--- src/rtl/rom_segment_cache_pkg.sv ---
// rom_segment_cache_pkg: SDRAM widths and segment FSM encodings shared by the ROM front end
package rom_segment_cache_pkg;
  localparam int SDRAM_ADDR_WIDTH = 23;
  localparam int SDRAM_DATA_WIDTH = 32;
  typedef enum logic [1:0] {
    SEG_IDLE = 2'd0,
    SEG_REQ  = 2'd1,
    SEG_WAIT = 2'd2
  } seg_state_e;
endpackage

--- src/rtl/rom_segment_cache_lane_mux.sv ---
// rom_segment_cache_lane_mux: picks a DW-bit lane from a 32-bit word, lane 0 in the top bits
module rom_segment_cache_lane_mux #(
  parameter int DW = 16,
  parameter int LW = 1
) (
  input  logic [31:0]   word,
  input  logic [LW-1:0] lane,
  output logic [DW-1:0] data
);
  localparam int L = 32 / DW;
  assign data = word[DW*(L-1-int'(lane)) +: DW];
endmodule

--- src/rtl/rom_segment_cache.sv ---
// rom_segment_cache: one-word ROM cache in front of the SDRAM arbiter with req/ack/valid fill
module rom_segment_cache
  import rom_segment_cache_pkg::*;
#(
  parameter int          ROM_ADDR_WIDTH = 16,
  parameter int          ROM_DATA_WIDTH = 16,
  parameter logic [23:0] ROM_OFFSET     = 24'h000000
) (
  input  logic                        clk,
  input  logic                        reset_n,
  input  logic                        cs,
  input  logic                        oe,
  input  logic [ROM_ADDR_WIDTH-1:0]   rom_addr,
  output logic [ROM_DATA_WIDTH-1:0]   rom_data,
  output logic [SDRAM_ADDR_WIDTH-1:0] ctrl_addr,
  output logic                        ctrl_req,
  input  logic                        ctrl_ack,
  input  logic                        ctrl_valid,
  output logic                        ctrl_hit,
  input  logic [SDRAM_DATA_WIDTH-1:0] ctrl_data
);
  localparam int L  = 32 / ROM_DATA_WIDTH;
  localparam int LB = $clog2(L);
  localparam int LW = LB > 0 ? LB : 1;
  localparam int WW = ROM_ADDR_WIDTH - LB;
  localparam logic [SDRAM_ADDR_WIDTH-1:0] BASE = SDRAM_ADDR_WIDTH'(ROM_OFFSET[23:2]);
  seg_state_e state_q, state_d;
  logic [WW-1:0] word_idx, line_tag_q, line_tag_d, req_tag_q, req_tag_d;
  logic [31:0] line_data_q, line_data_d;
  logic line_vld_q, line_vld_d;
  logic [LW-1:0] lane;
  logic rd, hit, fill, bypass;
  generate
    if (LB > 0) begin : g_lane
      assign lane = rom_addr[LW-1:0];
    end else begin : g_no_lane
      assign lane = '0;
    end
  endgenerate
  assign word_idx = rom_addr[ROM_ADDR_WIDTH-1:LB];
  assign rd       = cs & oe;
  assign hit      = line_vld_q & (line_tag_q == word_idx);
  assign fill     = (state_q == SEG_WAIT) & ctrl_valid;
  assign bypass   = fill & (req_tag_q == word_idx);
  assign ctrl_hit = rd & (hit | bypass);
  assign ctrl_req = state_q == SEG_REQ;
  // In IDLE the address tracks rom_addr so the arbiter sees it valid on the first REQ cycle
  assign ctrl_addr = BASE + SDRAM_ADDR_WIDTH'(state_q == SEG_IDLE ? word_idx : req_tag_q);
  rom_segment_cache_lane_mux #(.DW(ROM_DATA_WIDTH), .LW(LW)) u_lane_mux (
    .word (bypass ? ctrl_data : line_data_q),
    .lane (lane),
    .data (rom_data)
  );
  always_comb begin
    state_d     = state_q;
    req_tag_d   = req_tag_q;
    line_tag_d  = fill ? req_tag_q : line_tag_q;
    line_data_d = fill ? ctrl_data : line_data_q;
    line_vld_d  = line_vld_q | fill;
    if (state_q == SEG_IDLE) begin
      state_d   = rd & !hit ? SEG_REQ : SEG_IDLE;
      req_tag_d = rd & !hit ? word_idx : req_tag_q;
    end else if (state_q == SEG_REQ) begin
      state_d = ctrl_ack ? SEG_WAIT : SEG_REQ;
    end else begin
      state_d = ctrl_valid ? SEG_IDLE : SEG_WAIT;
    end
  end
  always_ff @(posedge clk or negedge reset_n) begin
    if (!reset_n) begin
      state_q     <= SEG_IDLE;
      req_tag_q   <= '0;
      line_tag_q  <= '0;
      line_data_q <= '0;
      line_vld_q  <= 1'b0;
    end else begin
      state_q     <= state_d;
      req_tag_q   <= req_tag_d;
      line_tag_q  <= line_tag_d;
      line_data_q <= line_data_d;
      line_vld_q  <= line_vld_d;
    end
  end
endmodule
--- config.mk ---
export PLATFORM = sky130hd
export DESIGN_NAME = rom_segment_cache
export DESIGN_NICKNAME = d
export VERILOG_FILES = /design/src/rtl/rom_segment_cache_pkg.sv /design/src/rtl/rom_segment_cache_lane_mux.sv /design/src/rtl/rom_segment_cache.sv
export SDC_FILE = /design/constraint.sdc
export NUM_CORES = 1
export LEC_CHECK = 0
export CAP_MARGIN = 30
export CORE_MARGIN = 2
export CORE_UTILIZATION = 44
export DETAILED_ROUTE_END_ITERATION = 6
export GPL_ROUTABILITY_DRIVEN = 0
export PLACE_DENSITY_LB_ADDON = 0.12
export SETUP_SLACK_MARGIN = 0.5
export SLEW_MARGIN = 0
export SYNTH_ARGS = -nofsm -noshare
export SYNTH_HDL_FRONTEND = slang
export SYNTH_SLANG_ARGS = --single-unit
--- constraint.sdc ---
create_clock -name clk -period 2.4 [get_ports clk]
set_clock_uncertainty 0.2 [all_clocks]
set_input_delay 0.48 -clock clk [delete_from_list [all_inputs] [get_ports clk]]
set_output_delay 0.48 -clock clk [all_outputs]
set_load 0.1 [all_outputs]
==> Flow_metrics.wiki <==
{| class="wikitable"
! Metric !! Value
|-
| Result of the run || finished, violations left
|-
| Violated checks || setup timing
|-
| Initial standard-cell utilization of the core || 0.452
|-
| Critical path buffers and inverters || 3
|-
| DR DRC count || 0
|-
| Per-instance average area after synthesis || 14.9 µm²
|-
| Worst Setup EP || rom_data[10]
|-
| FF-to-FF Start || line_tag_q[5]
|-
| Detail-routed via count per cell || 4.95
|-
| Final critical path time including I/O delays and setup || 2.99 ns
|-
| Worst supply voltage drop on vdd || 0.000753 V
|-
| Maximum number of pins on one net before global-route repair || 52
|-
| Core area || 0.00769 mm²
|-
| Worst setup slack before clock tree synthesis || -0.829 ns
|-
| Crit start category || flop
|-
| Required time at the worst-slack endpoint || 1.72 ns
|-
| Leading cell type in the layout, fill and taps excluded || dfrtp_1
|-
| Number of vias in the routed layout || 2366
|-
| Remaining number of nets flagged by the antenna check after routing || 0
|-
| Start point of the critical path || req_tag_q[2]
|-
| Number of antenna diodes || 0
|-
| Register-to-register setup slack || 0.17 ns
|-
| Number of optimization iterations in the first detailed-route pass || 4
|-
| Fraction of synthesized cell area taken by the top area cell type || 0.468
|-
| Buffer levels on the longest clock path || 2
|-
| Worst EP arrival || 2.31 ns
|-
| Combined global-route utilization of all metal layers || 0.201
|-
| CP most frequent cell || buf_12
|-
| IO Pins || 95
|-
| Number of I/O port buffers || 86
|-
| Crit path max-delay family || buffers and inverters
|-
| Final-report max-slew violation count || 0
|-
| Power per standard cell area || 1350 mW/mm²
|-
| Power after layout || 7660 µW
|-
| Worst r2r dst || req_tag_q[1]
|-
| Startpoint-to-endpoint class of the critical path || flop to output port
|-
| Leakage component of the power || 0.00253 µW
|-
| TritonCTS Sinks || 65
|-
| Area leader, netlist || dfrtp_1
|-
| Area added between synthesis and finish || 63.1%
|-
| Cell count after synthesis || 233
|-
| Via count of the first global-routing pass || 2607
|-
| Worst path max stage delay || 0.47 ns
|-
| Highest net fanout along the worst path || 8
|-
| Die extent in y || 92.9 µm
|-
| Half-perimeter wire length after detailed placement || 5330 µm
|-
| Worst-Skew Late Latency || 0.34 ns
|-
| Detail-routed net length per standard cell || 16.9 µm
|-
| Cell count after placement || 451
|-
| WP depth || 7
|-
| Final number of hold-violating endpoints || 0
|-
| Most used cells in the layout excluding fill and tap cells || dfrtp_1, mux2_2, buf_12, clkdlybuf4s50_1, mux2_4
|-
| Unrepaired setup endpoints after global routing || true
|-
| Register-to-Register Path Depth || 6
|-
| Share of final-layout standard cells stronger than drive strength 1 || 0.641
|-
| Post-layout nets || 425
|-
| Die area || 0.00863 mm²
|-
| Inserted Clock Buffers || 9
|-
| Master cell of the clock root buffer || clkbuf_8
|-
| Portion of the post-synthesis area used by sequential elements || 0.468
|-
| H-tree Lvls || 3
|-
| Leftover overflow at the end of global routing || 0
|-
| Post-Synthesis Cell Area || 0.00348 mm²
|-
| First-pass GRT wire length || 13200 µm
|-
| Count of warnings emitted by yosys || 0
|-
| Rows || 32
|-
| Worst-case setup margin in the final layout || -0.587 ns
|-
| Leading post-synthesis cells by cell area || dfrtp_1, mux2_2, mux4_1
|-
| TritonCTS clock tree || built
|-
| Kind of capture point of the worst setup path || output port
|-
| Share of the clock period used by the worst path || 1.24
|-
| Worst min-delay path class || flop to flop
|-
| CTS clk-pin slew, worst paths || 0.08 ns
|-
| Non-Filler Instances || 478
|-
| Setup-violating endpoint count in the final report || 32
|-
| Finished Core Util || 0.737
|-
| Max-cap check violation count || 0
|-
| Cell breakdown of the critical path || xor2_1 -> nor4_2 -> buf_4 -> nand3_4 -> buf_12 -> mux4_2 -> buf_12
|-
| Yosys reg bits || 65
|-
| Antenna violations before repair || 0
|-
| Width of the die || 92.9 µm
|-
| Maximum clock frequency || 335 MHz
|-
| Wire length reported by the detailed router || 8090 µm
|-
| Cell at the slowest stage of the critical path || mux4_2
|-
| Yosys cell types || 29
|-
| Drt initial violations || 70
|}
## metal layers
layer  track usage  vias up  routed length, µm
li1              -     1114                  -
met1         0.260     1188               3520
met2         0.336       54               4150
met3        0.0374       10                314
met4        0.0760        0                109
met5             0        -                  0
## sequential cells by signal, indices dropped and copies added, names as in the netlist
signal / flops
line_data_q: 32
state_q: 2
line_tag_q: 15
req_tag_q: 15
line_vld_q: 1
## cells by family (layout without fill, tap and decap cells)
group / after synthesis / in the layout / share of synthesized area
muxes: 93 / 93 / 0.373
xor gates and xnor gates: 30 / 30 / 0.0756
AOI/OAI and AO/OA: 3 / 3 / 0.00648
other: 1 / 8 / 0.00108
and+or+nand+nor: 20 / 20 / 0.0360
DFF: 65 / 65 / 0.468
buffers and inverters: 21 / 157 / 0.0403
## where the power goes
group          switching [µW]  total, µW  leakage, µW  internal, µW
combinational            2580       4780      0.00166          2200
clock                     444        954    0.0000949           509
sequential                327       1930     0.000773          1600
## layout make-up
class                      count  area (µm²)
clock buffer                  10         138
tap                          102         128
timing repair buffer         139        1720
multi-input combinational    154        1980
sequential                    65        1630
clock inverter                 6        66.3
fill                         509        2020
inverter                       2        7.51
## timing repair
action / in CTS / in global routing
pin swaps: 26 / 13
cloned: 2 / 1
hold endpoints to repair: 14 / 0
endpoints found under the setup margin: 96 / 96
gates resized for setup: 89 / 16
hold buffers: 1 / 0
setup buffers: 5 / 2
## worst min path at each step
| stage | cells after the start | slack [ns] | to | start |
|---|---|---|---|---|
| after global placement | 1 | 0.22 | req_tag_q[11] | reset_n |
| after global routing | 1 | 0.31 | line_data_q[4] | line_data_q[4] |
| after floorplan | 0 | -0.02 | line_data_q[0] | reset_n |
| after detailed placement | 1 | 0.22 | req_tag_q[11] | reset_n |
| after CTS | 1 | 0.28 | line_vld_q | line_vld_q |
| final | 1 | 0.28 | line_vld_q | line_vld_q |
## per-stage QoR
| stage | area [µm²] | hold WS [ns] | setup TNS (ns) |
|---|---|---|---|
| 6_report | 5670 | 0.278 | -9.84 |
| 4_1_cts | 5600 | 0.279 | -10.03 |
| 2_1_floorplan | 3600 | -0.0156 | -5.65 |
| 5_1_grt | 5670 | 0.311 | -11.70 |
| 3_5_place_dp | 5140 | 0.222 | -23.93 |
| 3_3_place_gp | 5140 | 0.222 | -22.42 |
## cells in the mapped netlist
cell	number
nand4_1	7
buf_12	1
or4_1	1
nand2_1	2
a22o_1	1
buf_6	2
buf_4	8
nor3b_1	1
buf_1	5
dfrtp_1	65
conb_1	1
mux4_2	7
and4_1	1
xor2_1	4
inv_1	2
clkbuf_1	3
a21oi_1	1
mux2_4	9
a21o_2	1
mux4_1	9
nor2_2	1
nor2b_1	1
nand3b_1	1
nand3_2	1
xnor2_1	26
nor4_1	1
mux2_2	68
nand2b_1	1
nor2_1	2
(Power assumes the default switching activity.)
